`src/rtl/pipeline_1_issue.sv`:
```
// Issue stage: holds one decoded instruction, blocks it on scoreboard hazards, hands it to execute.
// Optional ISSUE_STALL_CNT_EN adds a saturating hazard-stall cycle counter on stall_cycles.
module pipeline_1_issue #(
  parameter int CTRL_W = 22,
  parameter int NREG   = 8
) (
  input  logic              clk,
  input  logic              reset,
  input  logic              in_valid,
  output logic              in_ready,
  input  logic [CTRL_W-1:0] control_in,
  input  logic [2:0]        num_Rm_in,
  input  logic [2:0]        num_Rn_in,
  input  logic [2:0]        num_Rd_in,
  input  logic [2:0]        used_in,
  input  logic [5:0]        inst_type_in,
  input  logic [15:0]       sximm_in,
  output logic              out_valid,
  input  logic              out_ready,
  output logic [CTRL_W-1:0] control_out,
  output logic [2:0]        num_Rm_out,
  output logic [2:0]        num_Rn_out,
  output logic [2:0]        num_Rd_out,
  output logic [5:0]        inst_type_out,
  output logic [15:0]       sximm_out,
  input  logic              wb_valid,
  input  logic [2:0]        wb_num,
  input  logic              flush,
  output logic [NREG-1:0]   pending_out
`ifdef ISSUE_STALL_CNT_EN
  , output logic [15:0]     stall_cycles
`endif
);

  // Handshakes: a transfer happens on a cycle where valid && ready; valid never depends on ready.
  logic              hold_valid_q, hold_valid_d;
  logic [CTRL_W-1:0] control_q, control_d;
  logic [2:0]        num_rm_q, num_rm_d;
  logic [2:0]        num_rn_q, num_rn_d;
  logic [2:0]        num_rd_q, num_rd_d;
  logic [2:0]        used_q, used_d;
  logic [5:0]        inst_type_q, inst_type_d;
  logic [15:0]       sximm_q, sximm_d;
  logic [NREG-1:0]   pending_q, pending_d;

  logic [NREG-1:0]   wb_mask;
  logic [NREG-1:0]   busy;
  logic              wr_en;
  logic [2:0]        wr_num;
  logic              hazard;
  logic              issue;
  logic              accept;

  // A writeback in this cycle already satisfies any consumer waiting on that register.
  always_comb begin
    wb_mask = '0;
    if (wb_valid) wb_mask[wb_num] = 1'b1;
    busy   = pending_q & ~wb_mask;
    wr_en  = control_q[3];
    wr_num = control_q[2:0];
    hazard = (used_q[2] && busy[num_rm_q]) ||
             (used_q[1] && busy[num_rn_q]) ||
             (used_q[0] && busy[num_rd_q]) ||
             (wr_en && busy[wr_num]);
  end

  always_comb begin
    out_valid = !reset && hold_valid_q && !hazard && !flush;
    issue     = out_valid && out_ready;
    in_ready  = !reset && !flush && (!hold_valid_q || issue);
    accept    = in_valid && in_ready;
  end

  always_comb begin
    hold_valid_d = hold_valid_q;
    control_d    = control_q;
    num_rm_d     = num_rm_q;
    num_rn_d     = num_rn_q;
    num_rd_d     = num_rd_q;
    used_d       = used_q;
    inst_type_d  = inst_type_q;
    sximm_d      = sximm_q;
    if (flush) begin
      hold_valid_d = 1'b0;
    end else if (accept) begin
      hold_valid_d = 1'b1;
      control_d    = control_in;
      num_rm_d     = num_Rm_in;
      num_rn_d     = num_Rn_in;
      num_rd_d     = num_Rd_in;
      used_d       = used_in;
      inst_type_d  = inst_type_in;
      sximm_d      = sximm_in;
    end else if (issue) begin
      hold_valid_d = 1'b0;
    end
    // Clear first, then set, so a same-register issue keeps the bit pending.
    pending_d = pending_q & ~wb_mask;
    if (issue && wr_en) pending_d[wr_num] = 1'b1;
  end

  always_ff @(posedge clk) begin
    if (reset) begin
      hold_valid_q <= 1'b0;
      control_q    <= '0;
      num_rm_q     <= '0;
      num_rn_q     <= '0;
      num_rd_q     <= '0;
      used_q       <= '0;
      inst_type_q  <= '0;
      sximm_q      <= '0;
      pending_q    <= '0;
    end else begin
      hold_valid_q <= hold_valid_d;
      control_q    <= control_d;
      num_rm_q     <= num_rm_d;
      num_rn_q     <= num_rn_d;
      num_rd_q     <= num_rd_d;
      used_q       <= used_d;
      inst_type_q  <= inst_type_d;
      sximm_q      <= sximm_d;
      pending_q    <= pending_d;
    end
  end

  assign control_out   = control_q;
  assign num_Rm_out    = num_rm_q;
  assign num_Rn_out    = num_rn_q;
  assign num_Rd_out    = num_rd_q;
  assign inst_type_out = inst_type_q;
  assign sximm_out     = sximm_q;
  assign pending_out   = pending_q;

`ifdef ISSUE_STALL_CNT_EN
  logic [15:0] stall_cnt_q, stall_cnt_d;

  always_comb begin
    stall_cnt_d = stall_cnt_q;
    if (hold_valid_q && hazard && !flush && (stall_cnt_q != 16'hFFFF))
      stall_cnt_d = stall_cnt_q + 16'd1;
  end

  always_ff @(posedge clk) begin
    if (reset) stall_cnt_q <= '0;
    else       stall_cnt_q <= stall_cnt_d;
  end

  assign stall_cycles = stall_cnt_q;
`endif

endmodule

```
`config.mk`:
```
export PLATFORM = sky130hd
export DESIGN_NAME = pipeline_1_issue
export DESIGN_NICKNAME = d
export VERILOG_FILES = /design/src/rtl/pipeline_1_issue.sv
export SDC_FILE = /design/constraint.sdc
export NUM_CORES = 1
export LEC_CHECK = 0
export BUFFER_PORTS_ARGS = -buffer_cell sky130_fd_sc_hd__buf_2
export CORE_MARGIN = 1
export CORE_UTILIZATION = 52
export DETAILED_ROUTE_END_ITERATION = 7
export PLACE_DENSITY_LB_ADDON = 0.08
export SYNTH_ARGS = -nofsm -noshare
export SYNTH_HDL_FRONTEND = slang
export SYNTH_SLANG_ARGS = --single-unit
```
`constraint.sdc`:
```
create_clock -name clk -period 6.1 [get_ports clk]
set_input_delay 1.22 -clock clk [delete_from_list [all_inputs] [get_ports clk]]
set_output_delay 1.22 -clock clk [all_outputs]
set_load 0.02 [all_outputs]
```
; Yosys cells after proc, flatten, opt, wreduce, memory -nomap -nowiden
; Index checks and enable logic that the tools add are counted.
[word_totals]
ff_bits = 65
input_bits = 65
output_inout_bits = 63
[op_classes]
magnitude_cmp = 7
n_mux = 16
bitwise = 4
n_reduce_logical = 25
[op_table]
columns = op, n
row1 = 3-bit by 4-bit less-than comparator with 1-bit output (second input constant), 5
row2 = 8-bit 2-to-1 mux, 2
row3 = 1-bit logical AND, 14
row4 = 1-bit binary-select mux with 3-bit select, 4
row5 = 8-bit AND, 1
row6 = 1-bit 2-to-1 mux, 8
row7 = 8-bit inverter, 1
row8 = 8-bit OR, 1
row9 = 1-bit demux with 3-bit select, 2
row10 = 3-bit by 1-bit greater-or-equal comparator with 1-bit output (second input constant), 2
row11 = 1-bit zero test, 4
row12 = 1-bit logical OR, 4
row13 = 2-bit AND reduction, 1
row14 = 2-bit nonzero test, 1
row15 = 2-bit OR reduction, 1
row16 = 1-bit inverter, 1

; Longest topological paths before layout
[depth]
depth_word = 21
ltp_mapped = 9

; Worst setup path before layout
; No wires, ideal clock.
[synth_timing]
path_kind = input-to-output
startpoint = input port wb_num[0]
endpoint = output port in_ready
arrival_ns = 3.038
required_ns = 4.880
setup_slack_ns = 1.842
cell_stages = 7
path_buffers = 0
cell_sequence = or4b_1 -> a21oi_1 -> a21oi_1 -> o311ai_1 -> o211a_4 -> a31oi_1 -> nor3_1
[synth_between]
elab_chain_len = 19
elab_cells_between_ends = 29
cone_classes = 2 x order compare / 11 x mux / 2 x bitwise / 14 x reduce/logical
[synth_lines]
columns = element, line
row1 = from (decl), 27  ; input logic [2:0] wb_num,
row2 = 3-bit by 4-bit less-than comparator with 1-bit output (not written as such) / 3-bit by 1-bit greater-or-equal comparator with 1-bit output (equally long branches), 57  ; if (wb_valid) wb_mask[wb_num] = 1'b1;
row3 = 1-bit logical AND (not written as such), 57
row4 = 1-bit 2-to-1 mux (not written as such), 57
row5 = 1-bit demux with 3-bit select (*), 57
row6 = 8-bit 2-to-1 mux (*), 57
row7 = 8-bit inverter (*), 58  ; busy = pending_q & ~wb_mask;
row8 = 8-bit AND (*), 58
row9 = 1-bit binary-select mux with 3-bit select (on tied branches), "61, 62"
row10 = (+2 left out), --
row11 = 1-bit logical OR, 61  ; hazard = (used_q[2] && busy[num_rm_q]) ||
row12 = 1-bit logical OR, 62  ; (used_q[1] && busy[num_rn_q]) ||
row13 = 1-bit logical OR (*), 63  ; (used_q[0] && busy[num_rd_q]) ||
row14 = 1-bit zero test (*), 68  ; out_valid = !reset && hold_valid_q && !hazard && !flush;
row15 = 1-bit logical AND (*) (2 in series), 68
row16 = 1-bit logical AND (*), 69  ; issue = out_valid && out_ready;
row17 = 1-bit logical OR (*), 70  ; in_ready = !reset && !flush && (!hold_valid_q || issue);
row18 = 1-bit logical AND (*), 70
row19 = to (decl), 10  ; output logic in_ready,
; Mark *: on every way between the ends. The rest lies on a longest branch, timed or not. The select of a mux whose other input is x is not followed.

; Worst setup path after layout
[layout_timing]
startpoint = input port wb_valid
endpoint = output port in_ready
[layout_between]
elab_chain_len = 15
elab_cells_between_ends = 24
cone_classes = 9 x mux / 2 x bitwise / 13 x reduce/logical
[layout_lines]
columns = element, line
row1 = from (decl), 26  ; input logic wb_valid,
row2 = 8-bit 2-to-1 mux (*), 57
row3 = 8-bit inverter (*), 58
row4 = 8-bit AND (*), 58
row5 = 1-bit binary-select mux with 3-bit select (on tied branches), "61, 62"
row6 = 1-bit 2-to-1 mux (on tied branches), "61, 62"
row7 = 1-bit logical AND (on tied branches), "61, 62"
row8 = 1-bit logical OR, 61
row9 = 1-bit logical OR, 62
row10 = 1-bit logical OR (*), 63
row11 = 1-bit zero test (*), 68
row12 = 1-bit logical AND (*) (2 in series), 68
row13 = 1-bit logical AND (*), 69
row14 = 1-bit logical OR (*), 70
row15 = 1-bit logical AND (*), 70
; Marks and branches as above.

==> summary.json <==
{
  "floorplan.die.height": {"value": 79.67, "unit": "um"},
  "yosys-mux-area-fraction": {"value": 26.33, "unit": "%"},
  "post_synthesis_instance_area": {"value": 3137, "unit": "um2"},
  "grt_pass1_vias": {"value": 2275},
  "postCtsSetupRepairBufs": {"value": 0},
  "yosys_register_bits": {"value": 65},
  "synthXorXnorAreaFrac": {"value": 0, "unit": "%"},
  "yosys.area_share.simple": {"value": 18.63, "unit": "%"},
  "viasPerCell": {"value": 5.241},
  "drtIter0Drc": {"value": 137},
  "share_of_the_synthesized_area_in_compound_gates_ao_oa_aoi_oai": {"value": 8.616, "unit": "%"},
  "gp_congestion": {"value": 0.8457},
  "cts-hold-fix-buffers": {"value": 0},
  "placeableCoreArea": {"value": 5675, "unit": "um2"},
  "dp.final_hpwl": {"value": 4685, "unit": "um"},
  "setup_tns": {"value": 0, "unit": "ps"},
  "ys_seq_area_share": {"value": 41.48, "unit": "%"},
  "timing.critical_path.fanout_max": {"value": 8},
  "synthAdderAreaFrac": {"value": 0, "unit": "%"},
  "rows": {"value": 27},
  "wire_length_of_the_first_global_routing_pass": {"value": 10850, "unit": "um"},
  "postRouteWirelength": {"value": 6901, "unit": "um"},
  "timing.clock.skew": {"value": 5.084, "unit": "ps"},
  "drtAntennaViolNets": {"value": 0},
  "cts_resized": {"value": 0},
  "synth_area_leaders": {"value": "dfxtp_1, mux2_4, nor2b_1, mux2_2, buf_12"},
  "synthCells": {"value": 275},
  "timing.fmax": {"value": 228.1, "unit": "MHz"},
  "rr_endpoint": {"value": "sximm_out[10]"},
  "grt_setup_unrepaired": {"value": "false"},
  "power_frac_seq": {"value": 48.9, "unit": "%"},
  "power_leakage": {"value": 1.916, "unit": "nW"},
  "initial_core_util": {"value": 55.27, "unit": "%"},
  "whs_path_depth": {"value": 2},
  "setup_viol": {"value": 0},
  "timing.critical_path.required": {"value": 4880, "unit": "ps"},
  "die-width": {"value": 79.67, "unit": "um"},
  "timing.slew.headroom": {"value": 38.91, "unit": "%"},
  "timing.setup.critical_path_class": {"value": "input port to primary output"},
  "worst-endpoint-arrival": {"value": 3160, "unit": "ps"},
  "synth_top_cells_by_count": {"value": "dfxtp_1, nor2b_1, mux2_4, mux2_2"},
  "cts_buffers": {"value": 9},
  "worst_r2r_startpoint": {"value": "pending_out[6]"},
  "sw_ratio": {"value": 26.16, "unit": "%"},
  "cts_buffer_depth": {"value": 2},
  "cell_internal_pwr": {"value": 0.7033, "unit": "mW"},
  "synth_enable_flop_cells": {"value": 0},
  "layout_worst_path_cycle_share": {"value": 71.88, "unit": "%"},
  "combinational_family_with_the_most_area_after_synthesis": {"value": "multiplexers"},
  "port-buffer-count": {"value": 127},
  "post_synth.cell_area_avg": {"value": 11.41, "unit": "um2"},
  "clock_net_sink_count": {"value": 65},
  "antenna_cells_inserted": {"value": 0},
  "finalHoldViolCount": {"value": 0},
  "grt_start_max_net_pins": {"value": 67},
  "clock_power_share": {"value": 35.2, "unit": "%"},
  "fp.dieArea": {"value": 6347, "unit": "um2"},
  "area_delta_synth_final": {"value": 24.93, "unit": "%"},
  "globalRoute.totalOverflow": {"value": 0},
  "vdd_drop_max": {"value": 0.1388, "unit": "mV"},
  "ff2ff_setup_slack": {"value": 3250, "unit": "ps"},
  "timing_worst_slew_pin_value": {"value": 916.3, "unit": "ps"},
  "postLayoutCoreUtil": {"value": 69.05, "unit": "%"},
  "report.final.slew_viol_count": {"value": 0},
  "routedWlPerCell": {"value": 14.56, "unit": "um"},
  "timing.reg2reg.worst_path_depth": {"value": 7},
  "asyncSetResetFlopFracSynth": {"value": 0, "unit": "%"},
  "num-nets-final": {"value": 463},
  "clk-insertion-delay-late": {"value": 330, "unit": "ps"},
  "synth_top_cell_area_share": {"value": 41.48, "unit": "%"},
  "final_layout_size_suffix_gt1_share": {"value": 51.00, "unit": "%"},
  "synth_top_cell_by_area": {"value": "dfxtp_1"},
  "power_density": {"value": 243.1, "unit": "nW/um2"},
  "vias": {"value": 2484},
  "post-route-min-period": {"value": 4385, "unit": "ps"},
  "cts_tree": {"value": "built"},
  "min-delay-path-class": {"value": "flip-flop to flip-flop"},
  "most_used_flip_flop_cell_after_synthesis": {"value": "dfxtp_1"},
  "cap_viol_max_count": {"value": 0},
  "cts-htree-levels": {"value": 3},
  "drc": {"value": 0},
  "root_buf_cell": {"value": "clkbuf_8"},
  "timing.hold.worst.start": {"value": "pending_out[2]"},
  "clkTransAtPathRegs": {"value": 70, "unit": "ps"},
  "initial_antenna_violation_count": {"value": 0},
  "yosysWarnings": {"value": 0},
  "grt_util_all_layers": {"value": 22.19, "unit": "%"},
  "post_synth_num_cell_types": {"value": 38},
  "pwr-share-comb": {"value": 15.9, "unit": "%"},
  "critPathCaptureType": {"value": "primary output"},
  "outcome": {"value": "completed"},
  "num_io_pins": {"value": 128},
  "drtPass1Iterations": {"value": 4},
  "most_instantiated_library_cell_after_synthesis": {"value": "dfxtp_1"},
  "hold-path-endpoint": {"value": "pending_out[2]"},
  "power.net_switching": {"value": 0.2492, "unit": "mW"},
  "start_kind": {"value": "input port"},
  "synth_nets": {"value": 340}
}
worst max-delay path, stage by stage:
cell     delay [ps]
buf_2           140
nand2_1          70
o31ai_1         570
mux4_2          370
o22a_1          170
o211a_4         200
a31oi_1         110
nor3_1          130
buf_2           190
per-stage QoR:
step / power, mW / hold slack (ps) / cell area (um2) / instances / setup WS (ps)
floorplan: 0.5766 / 520.5 / 3137 / 275 / 1842
global placement: 0.6244 / 550.1 / 3737 / 459 / 1777
detailed placement: 0.6265 / 552.7 / 3737 / 459 / 1730
CTS: 0.9637 / 562.1 / 3919 / 474 / 1722
global route: 0.9985 / 593.3 / 3919 / 474 / 1495
finish: 0.9525 / 570.9 / 3919 / 474 / 1715
how the worst max path moves through the flow:
stage | from | endpoint | slack, ps
floorplan | wb_num[0] | in_ready | 1840
global placement | wb_valid | in_ready | 1780
detailed placement | wb_valid | in_ready | 1730
CTS | wb_valid | in_ready | 1720
global route | wb_valid | in_ready | 1500
finish | wb_valid | in_ready | 1720
final cells by class:
type / instances / area, um2
clock buffer: 13 / 168.9
clock inverter: 2 / 12.51
tap: 72 / 90.09
multi-input combinational: 189 / 1680
timing repair buffer: 129 / 650.6
sequential: 65 / 1301
fill: 454 / 1757
inverter: 4 / 15.01
power by group through the flow:
stage,sequential [mW],clock (mW),combinational [mW]
after floorplan,0.497,0,0.0792
after global placement,0.475,0,0.150
after detailed placement,0.475,0,0.152
after CTS,0.466,0.346,0.152
after global routing,0.469,0.367,0.162
final,0.466,0.336,0.151
cell families after synthesis:
logic type / after synthesis
compound gates: 35
buf+inv: 21
flops: 65
mux: 58
simple gates: 96
sequential cells by signal, indices dropped and copies added (netlist names):
register,flops
hold_valid_q,1
pending_out,8
num_Rn_out,3
inst_type_out,6
num_Rm_out,3
used_q,3
sximm_out,16
num_Rd_out,3
control_out,22
layer usage:
| layer | vias to the layer above | track usage [%] | routed length (um) |
|---|---|---|---|
| met5 | - | 0 | 0 |
| li1 | 1228 | - | - |
| met2 | 117 | 33.33 | 3184 |
| met1 | 1131 | 28.57 | 3041 |
| met4 | 0 | 10.91 | 95 |
| met3 | 8 | 6.971 | 579 |
cells in the final DEF, fill, tap and decap left out, types with 5 or more instances in the layout:
cell	n
buf_2	127
clkbuf_8	12
dfxtp_1	65
mux2_2	16
mux2_4	40
nand2_1	10
nand3_1	9
nand4b_1	5
nor2_1	5
nor2b_1	53
o2111ai_1	5
o21ai_0	5
o22ai_1	8
(Power assumes the default switching activity.)
